`src/rtl/div_rr_sched_if.sv`:
```
// rtl/div_rr_sched_if.sv - request/response bundle for the shared round-robin divider
interface div_rr_sched_if #(
    parameter int WIDTH = 8
);
    logic             req0_valid;
    logic             req0_ready;
    logic [WIDTH-1:0] req0_dividend;
    logic [WIDTH-1:0] req0_divisor;
    logic             req1_valid;
    logic             req1_ready;
    logic [WIDTH-1:0] req1_dividend;
    logic [WIDTH-1:0] req1_divisor;
    logic             resp_valid;
    logic             resp_ready;
    logic             resp_id;
    logic [WIDTH-1:0] resp_quotient;
    logic [WIDTH-1:0] resp_remainder;
    logic             resp_divzero;
    logic             busy;

    modport master (
        output req0_valid, req0_dividend, req0_divisor,
        output req1_valid, req1_dividend, req1_divisor,
        output resp_ready,
        input  req0_ready, req1_ready,
        input  resp_valid, resp_id, resp_quotient, resp_remainder, resp_divzero, busy
    );

    modport slave (
        input  req0_valid, req0_dividend, req0_divisor,
        input  req1_valid, req1_dividend, req1_divisor,
        input  resp_ready,
        output req0_ready, req1_ready,
        output resp_valid, resp_id, resp_quotient, resp_remainder, resp_divzero, busy
    );
endinterface

```
`src/rtl/div_rr_sched.sv`:
```
// rtl/div_rr_sched.sv - two-client round-robin scheduler over a restoring divider
// Optional macro DIV_ZERO_SHORTCUT_EN: a zero divisor skips the iteration phase.
module div_rr_sched #(
    parameter int WIDTH = 8,
    parameter int CNT_W = 4
) (
    input logic           clk,
    input logic           rst,
    div_rr_sched_if.slave bus
);
    typedef enum logic [1:0] {IDLE, CALC, DONE} state_t;

    state_t             state_q, state_d;
    logic               last_q, last_d;
    logic [WIDTH:0]     acc_q, acc_d;
    logic [WIDTH-1:0]   shreg_q, shreg_d;
    logic [WIDTH-1:0]   dvsr_q, dvsr_d;
    logic [CNT_W-1:0]   cnt_q, cnt_d;
    logic               id_q, id_d;
    logic               dz_q, dz_d;
    logic               gnt0, gnt1;
    logic [WIDTH:0]     acc_sh;
    logic [WIDTH-1:0]   sel_dividend, sel_divisor;

    // last_q holds the id served most recently; reset value 1 gives requester 0 priority
    always_comb begin
        gnt0         = bus.req0_valid && (!bus.req1_valid || last_q);
        gnt1         = bus.req1_valid && (!bus.req0_valid || !last_q);
        sel_dividend = gnt1 ? bus.req1_dividend : bus.req0_dividend;
        sel_divisor  = gnt1 ? bus.req1_divisor  : bus.req0_divisor;
        acc_sh       = {acc_q[WIDTH-1:0], shreg_q[WIDTH-1]};
    end

    always_comb begin
        state_d = state_q;
        last_d  = last_q;
        acc_d   = acc_q;
        shreg_d = shreg_q;
        dvsr_d  = dvsr_q;
        cnt_d   = cnt_q;
        id_d    = id_q;
        dz_d    = dz_q;
        case (state_q)
            IDLE: begin
                if (gnt0 || gnt1) begin
                    id_d    = gnt1;
                    last_d  = gnt1;
                    dvsr_d  = sel_divisor;
                    shreg_d = sel_dividend;
                    acc_d   = '0;
                    cnt_d   = '0;
                    dz_d    = (sel_divisor == '0);
                    state_d = CALC;
`ifdef DIV_ZERO_SHORTCUT_EN
                    if (sel_divisor == '0) begin
                        shreg_d = '1;
                        acc_d   = {1'b0, sel_dividend};
                        state_d = DONE;
                    end
`endif
                end
            end
            CALC: begin
                if (acc_sh >= {1'b0, dvsr_q}) begin
                    acc_d   = acc_sh - {1'b0, dvsr_q};
                    shreg_d = {shreg_q[WIDTH-2:0], 1'b1};
                end else begin
                    acc_d   = acc_sh;
                    shreg_d = {shreg_q[WIDTH-2:0], 1'b0};
                end
                cnt_d = cnt_q + 1'b1;
                if (cnt_q == CNT_W'(WIDTH - 1)) begin
                    state_d = DONE;
                end
            end
            DONE: begin
                if (bus.resp_ready) begin
                    state_d = IDLE;
                end
            end
            default: state_d = IDLE;
        endcase
    end

    always_ff @(posedge clk or posedge rst) begin
        if (rst) begin
            state_q <= IDLE;
            last_q  <= 1'b1;
            acc_q   <= '0;
            shreg_q <= '0;
            dvsr_q  <= '0;
            cnt_q   <= '0;
            id_q    <= 1'b0;
            dz_q    <= 1'b0;
        end else begin
            state_q <= state_d;
            last_q  <= last_d;
            acc_q   <= acc_d;
            shreg_q <= shreg_d;
            dvsr_q  <= dvsr_d;
            cnt_q   <= cnt_d;
            id_q    <= id_d;
            dz_q    <= dz_d;
        end
    end

    assign bus.req0_ready     = (state_q == IDLE) && gnt0;
    assign bus.req1_ready     = (state_q == IDLE) && gnt1;
    assign bus.resp_valid     = (state_q == DONE);
    assign bus.busy           = (state_q != IDLE);
    assign bus.resp_id        = id_q;
    assign bus.resp_quotient  = shreg_q;
    assign bus.resp_remainder = acc_q[WIDTH-1:0];
    assign bus.resp_divzero   = dz_q;
endmodule

```
`src/flat_wrapper.sv`:
```
// flat-port wrapper written by rule: the top's interface ports become plain ports
module div_rr_sched_flat 
#(
    parameter int WIDTH = 8,
    parameter int CNT_W = 4
)
  (clk, rst, bus_req0_valid, bus_req0_dividend, bus_req0_divisor, bus_req1_valid, bus_req1_dividend, bus_req1_divisor, bus_resp_ready, bus_req0_ready, bus_req1_ready, bus_resp_valid, bus_resp_id, bus_resp_quotient, bus_resp_remainder, bus_resp_divzero, bus_busy);
  div_rr_sched_if #(.WIDTH(WIDTH)) bus_i ();
  input logic clk;
  input logic rst;
  input wire logic [$bits(bus_i.req0_valid)-1:0] bus_req0_valid;
  input wire logic [$bits(bus_i.req0_dividend)-1:0] bus_req0_dividend;
  input wire logic [$bits(bus_i.req0_divisor)-1:0] bus_req0_divisor;
  input wire logic [$bits(bus_i.req1_valid)-1:0] bus_req1_valid;
  input wire logic [$bits(bus_i.req1_dividend)-1:0] bus_req1_dividend;
  input wire logic [$bits(bus_i.req1_divisor)-1:0] bus_req1_divisor;
  input wire logic [$bits(bus_i.resp_ready)-1:0] bus_resp_ready;
  output wire logic [$bits(bus_i.req0_ready)-1:0] bus_req0_ready;
  output wire logic [$bits(bus_i.req1_ready)-1:0] bus_req1_ready;
  output wire logic [$bits(bus_i.resp_valid)-1:0] bus_resp_valid;
  output wire logic [$bits(bus_i.resp_id)-1:0] bus_resp_id;
  output wire logic [$bits(bus_i.resp_quotient)-1:0] bus_resp_quotient;
  output wire logic [$bits(bus_i.resp_remainder)-1:0] bus_resp_remainder;
  output wire logic [$bits(bus_i.resp_divzero)-1:0] bus_resp_divzero;
  output wire logic [$bits(bus_i.busy)-1:0] bus_busy;
  assign bus_i.req0_valid = bus_req0_valid;
  assign bus_i.req0_dividend = bus_req0_dividend;
  assign bus_i.req0_divisor = bus_req0_divisor;
  assign bus_i.req1_valid = bus_req1_valid;
  assign bus_i.req1_dividend = bus_req1_dividend;
  assign bus_i.req1_divisor = bus_req1_divisor;
  assign bus_i.resp_ready = bus_resp_ready;
  assign bus_req0_ready = bus_i.req0_ready;
  assign bus_req1_ready = bus_i.req1_ready;
  assign bus_resp_valid = bus_i.resp_valid;
  assign bus_resp_id = bus_i.resp_id;
  assign bus_resp_quotient = bus_i.resp_quotient;
  assign bus_resp_remainder = bus_i.resp_remainder;
  assign bus_resp_divzero = bus_i.resp_divzero;
  assign bus_busy = bus_i.busy;
  div_rr_sched #(.WIDTH(WIDTH), .CNT_W(CNT_W)) u_core (.clk(clk), .rst(rst), .bus(bus_i));
endmodule
```
`config.mk`:
```
export PLATFORM = sky130hd
export DESIGN_NAME = div_rr_sched_flat
export DESIGN_NICKNAME = d
export VERILOG_FILES = /design/src/rtl/div_rr_sched_if.sv /design/src/rtl/div_rr_sched.sv /design/src/flat_wrapper.sv
export SDC_FILE = /design/constraint.sdc
export NUM_CORES = 1
export LEC_CHECK = 0
export ABC_AREA = 1
export CORE_ASPECT_RATIO = 0.5
export CORE_UTILIZATION = 45
export CTS_CLUSTER_SIZE = 24
export DETAILED_ROUTE_END_ITERATION = 6
export PLACE_DENSITY_LB_ADDON = 0.25
export SLEW_MARGIN = 20
export SYNTH_ARGS = -nofsm -noshare
export SYNTH_HDL_FRONTEND = slang
export SYNTH_SLANG_ARGS = --single-unit
```
`constraint.sdc`:
```
create_clock -name clk -period 2.1 [get_ports clk]
set_input_delay 0.315 -clock clk [delete_from_list [all_inputs] [get_ports clk]]
set_output_delay 0.315 -clock clk [all_outputs]
set_load 0.005 [all_outputs]
```
== Word-level counts from Yosys, hierarchy flattened ==
Index checks and enable logic that the tools add are counted.

* Flip-flop bits (word level): 33
* Latch bits: 0
* Bits in writable memories: 0
* Memory bits (read-only): 0
* Bits of input ports: 37
* Output and inout port bits: 22
* Logic and storage cells: 48
* Memories: 0

* Add/sub/neg operators: 2
* Multiply operators: 0
* Div/mod/pow operators: 0
* Order comparisons: 1
* Equal/unequal tests: 6
* Shift operators: 0
* Muxes and demuxes: 14
* Bitwise logic cells: 0
* Reduce and logical (&&, ||, !) cells: 17

{| class="wikitable"
|+ Operator list
! kind !! number
|-
| $mux 8 || 5
|-
| $pmux 8 s2 || 2
|-
| $ge 9x8->1 || 1
|-
| $logic_not 8->1 || 1
|-
| $pmux 4 s2 || 1
|-
| $sub 8x8->8 || 1
|-
| $mux 2 || 3
|-
| $pmux 2 s3 || 1
|-
| $add 4x1->4 const B || 1
|-
| $eq 4x3->1 const B || 1
|-
| $logic_and 1x1->1 || 4
|-
| $mux 4 || 1
|-
| $ne 2x1->1 const B || 2
|-
| $reduce_and 2->1 || 2
|-
| $reduce_bool 2->1 || 2
|-
| $logic_not 1->1 || 3
|-
| $logic_or 1x1->1 || 3
|-
| $reduce_and 3->1 || 1
|-
| $eq 2x1->1 const B || 1
|-
| $eq 2x2->1 const B || 1
|-
| $logic_not 2->1 || 1
|-
| $ne 2x2->1 const B || 1
|-
| $mux 1 || 1
|}

== Longest topological paths before layout ==
* Word-level depth: 6
* Depth in mapped cells: 12
* Mapped depth without buffers: 12

== Worst setup path after synthesis ==
No wires, ideal clock.

* Path kind: reg2reg
* Start point: register u_core.acc_q[5]
* End point: register u_core.acc_q[7]
* Library setup time: 0.116 ns
* Arrival: 1.554 ns
* Required time: 1.984 ns
* Slack: 0.429 ns
* Stages on the path, launching flop included: 12
* Path buffers: 0
* Period minus slack after synthesis: 1.671 ns
* Cells stage by stage: dfrtp_1 -> ha_1 -> nand2_1 -> nand2_1 -> nand2_1 -> nand2_1 -> nor2_2 -> nand2_4 -> nand2_2 -> nand2_1 -> nand2_1 -> nand2_1

* Cells in the longest elaborated chain, start to end: 3
* Elaborated cells on any way between the ends: 4
* Classes of those cells: 1 x add/sub; 1 x order compare; 2 x mux

{| class="wikitable"
|+ RTL lines
! what !! RTL line !! RTL
|-
| from (decl) || div_rr_sched.sv:15 || <nowiki>logic [WIDTH:0] acc_q, acc_d;</nowiki>
|-
| from (signal assigned) || div_rr_sched.sv:89 || <nowiki>acc_q <= '0;</nowiki>
|-
| from (signal assigned) || div_rr_sched.sv:98 || <nowiki>acc_q <= acc_d;</nowiki>
|-
| $sub 8x8->8 / $ge 9x8->1 (equally long branches) || div_rr_sched.sv:65, div_rr_sched.sv:64 ||
|-
| $mux 8 (*) || div_rr_sched.sv:64 || <nowiki>if (acc_sh >= {1'b0, dvsr_q}) begin</nowiki>
|-
| $pmux 8 s2 (*) || div_rr_sched.sv:43 || <nowiki>case (state_q)</nowiki>
|}

Every way passes the cells marked *; elsewhere a longest branch is shown, timed or not.
A chain may end at the register's enable or synchronous reset.

== Worst setup path after layout ==
* Start point: input port bus_req0_valid
* End point: output port bus_req1_ready

* Cells in the longest elaborated chain, start to end: 4

{| class="wikitable"
|+ RTL lines
! what !! RTL line !! RTL
|-
| from (decl) || flat_wrapper.sv:11 || <nowiki>input wire logic [$bits(bus_i.req0_valid)-1:0] bus_req0_valid;</nowiki>
|-
| $logic_not 1->1 || div_rr_sched.sv:28 || <nowiki>gnt1 = bus.req1_valid && (!bus.req0_valid || !last_q);</nowiki>
|-
| $logic_or 1x1->1 || div_rr_sched.sv:28 ||
|-
| $logic_and 1x1->1 || div_rr_sched.sv:28 ||
|-
| $logic_and 1x1->1 || div_rr_sched.sv:108 || <nowiki>assign bus.req1_ready = (state_q == IDLE) && gnt1;</nowiki>
|-
| to (decl) || flat_wrapper.sv:19 || <nowiki>output wire logic [$bits(bus_i.req1_ready)-1:0] bus_req1_ready;</nowiki>
|}

No other way between the ends.

==> results.md <==
- Outcome: finished, final reports clean
- Synth warn: 0
- Kind of critical path: input pin to primary output
- Slew Limit Fails: 0
- Maximum clock path buffer count: 2
- FF+latch count, synth: 33
- Cells after Synth: 289
- Clk Latency, worst-skew pair: 280 ps
- Skew final: 3.13 ps
- Worst-path clk slew: 60 ps
- Dpl cell area: 2840 sq um
- CTS Buf Count: 5
- Met3 Use GR: 0.0451
- CP max-delay cell: clkdlybuf4s50_1
- TNS Setup: 0 ps
- Nets: 401
- Max frequency: 509 MHz
- CTS root buf: clkbuf_8
- DRT antenna net count: 0
- Slew HR: 0.720
- Period utilization: 0.935
- Largest net degree at the start of global routing: 34
- Diodes inserted: 0
- Power Density: 1630 nW/um^2
- Fill cells: 393
- DR iter-0 viols: 87
- DRC Markers: 0
- Maximum vdd ir drop: 655 uV
- Static leakage: 1.46 nW
- Number of buffers and inverters on the critical path: 4
- I/O pins: 59
- Largest stage delay, worst path: 500 ps
- CP Launch Type: input pin
- Vias in the first global route: 1,925
- Cells along the critical path: clkdlybuf4s50_1 -> nand2_1 -> nand2_4 -> inv_4 -> nand2_4 -> inv_1 -> clkdlybuf4s50_1
- Clock share of power: 0.100
- # setup viols final: 0
- Antenna violations before repair: 0
- Share of post-route cells with drive strength above 1: 0.102
- Ys flop type: dfrtp_1
- Comb pwr share: 0.647
- Period minus WS final: 1960 ps
- First-pass GRT wire length: 8.87 mm
- Initial Utilization: 0.480
- Final instance area: 2920 sq um
- Sw frac: 0.460
- Post-CTS Setup Inserts: 0
- P_sw: 2.19 mW
- Gr usage total: 0.228
- DP HPWL: 4.10 mm
- M2 GR Usage: 0.402
- Post-CTS resize count: 0
- Row count: 17
- Die width: 100 microns
- Die H: 51.0 microns
- DR vias: 2,078
- Critical Path AT: 1650 ps
- Worst setup EP type: primary output
- Routed WL per cell: 12.5 microns
- GR Layer Usage met1: 0.287
- Detailed Routing Iterations Pass 1: 4
- Crit path max fanout: 4
- Final worst slack: 136 ps
- Core ar.: 4510 sq um
- Mapped Nets: 336
- Slew @ Worst Pin: 420 ps
- Final WL: 5.24 mm
- Synth-to-Final Area Change: 35.1%
- Int Pwr: 2.57 mW
- Syn Std Cell Area: 2160 sq um
- EDFF count, synth: 0
- Max-cap violations: 0
- Worst EP required: 1780 ps
- Avg Synthesized Cell Area: 7.49 sq um
- Async SR Flop Fraction: 1.00
- CTS sink cnt: 33
- Sequential element share of the synthesized area: 0.382
- Largest delay share family, worst path: buffers and inverters
- Hold bufs inserted after CTS: 0
- GPL Wtd Cong: 0.802
- H-tree levels: 2
- Hold Path Class: input pin to asynchronous set/reset pin
- Port Buf Inserts: 58
- GRT busiest layer: met2
- Sequential Power Share: 0.253
- Vias per cell: 4.95
- Final Hold Vio Count: 0
- CTS tree: yes
- DP Worst Slack: 139 ps
- Gr ovfl total: 0
- Library cells used by synthesis: 34
- RSZ-0062 raised after global routing: false
- Die ar.: 5110 sq um
[cell usage after synthesis, drive strengths merged, types with 2 or more instances]
master	number	share of area
nand2	109	0.21
inv	38	0.073
dfrtp	32	0.37
nand3	19	0.046
nor2	15	0.031
o21ai	13	0.030
ha	9	0.052
o211ai	9	0.034
or2	8	0.023
a21oi	6	0.014
a22oi	6	0.021
buf	5	0.014
nand3b	5	0.017
nor3	4	0.0092
xor2	3	0.012
nand4	2	0.0058
[final timing paths]
check | endpoint | from | cells after the start | slack (ps)
min in group clk | u_core.bus.resp_id | u_core.bus.resp_id | 2 | 490
max in group asynchronous | u_core.last_q | rst | 3 | 1340
min reg2reg | u_core.bus.resp_id | u_core.bus.resp_id | 2 | 490
max reg2reg | u_core.acc_q[7] | u_core.acc_q[2] | 11 | 230
max | bus_req1_ready | bus_req0_valid | 7 | 140
min | u_core.acc_q[5] | rst | 3 | 420
[metrics by stage]
stage / std cells / utilization / power [mW] / hold slack (ps)
detailed placement: 413 / 0.629 / 4.28 / 474
finish: 420 / 0.648 / 4.76 / 418
global placement: 413 / 0.629 / 4.18 / 464
global route: 420 / 0.648 / 5.25 / 470
CTS: 420 / 0.648 / 4.77 / 436
floorplan: 289 / - / 3.30 / 443
[registers in the layout, indices dropped and copies added (netlist names)]
name and count:
u_core.acc_q 8, u_core.state_q 2, u_core.dvsr_q 8, u_core.bus.resp_quotient 8
u_core.cnt_q 4, u_core.bus.resp_id 1, u_core.bus.resp_divzero 1, u_core.last_q 1
[power groups by stage]
| stage | Clock, mW | Sequential (mW) | Combinational (mW) |
|---|---|---|---|
| finish | 0.477 | 1.20 | 3.08 |
| global route | 0.512 | 1.24 | 3.50 |
| CTS | 0.487 | 1.20 | 3.09 |
| detailed placement | 0 | 1.21 | 3.07 |
| global placement | 0 | 1.20 | 2.99 |
| floorplan | 0 | 1.17 | 2.13 |
[placed cells by master (no fill, tap or decap), drive strengths merged, types with 2 or more instances in the layout]
cell           netlist  routed
nor2                15      15
inv                 38      38
clkbuf               1       7
a22oi                6       6
buf                  5       6
or2                  8       8
nand3               19      19
ha                   9       9
nand4                2       2
o211ai               9       9
nor3                 4       4
clkdlybuf4s50        0      58
o21ai               13      13
a21oi                6       6
dfrtp               32      32
nand2              109     109
xor2                 3       3
nand3b               5       5
[final cells by class]
| cell class | count | area [sq um] | area share |
|---|---|---|---|
| timing repair buffer | 64 | 626 | 0.214 |
| multi-input combinational | 212 | 1140 | 0.392 |
| tap | 66 | 82.6 | 0.0282 |
| sequential | 33 | 827 | 0.283 |
| clock buffer | 7 | 86.3 | 0.0295 |
| inverter | 38 | 158 | 0.0539 |
[kinds of logic after synthesis]
kind of cell	share of synthesized area
flip-flops	0.382
buffers and inverters	0.0890
XOR/XNOR	0.0162
AO/OA/AOI/OAI	0.105
AND/OR/NAND/NOR	0.346
adder cells (fa/ha/maj)	0.0613
[routing by layer]
metal	part of all wire	vias up
met2	0.48	36
met4	0.015	0
li1	-	1054
met5	0	-
met1	0.47	978
met3	0.033	10
[worst register-to-register path, stage by stage, from the launching register on]
cell and delay, ps:
dfrtp_1 420, ha_1 390, nand2_1 130, inv_1 40, nand2_1 70, nand3_1 120
nand2_2 190, nand2_4 120, nand2_2 120, nand2_1 70, nand2_1 60, nand2_1 40
(Power assumes the default switching activity.)
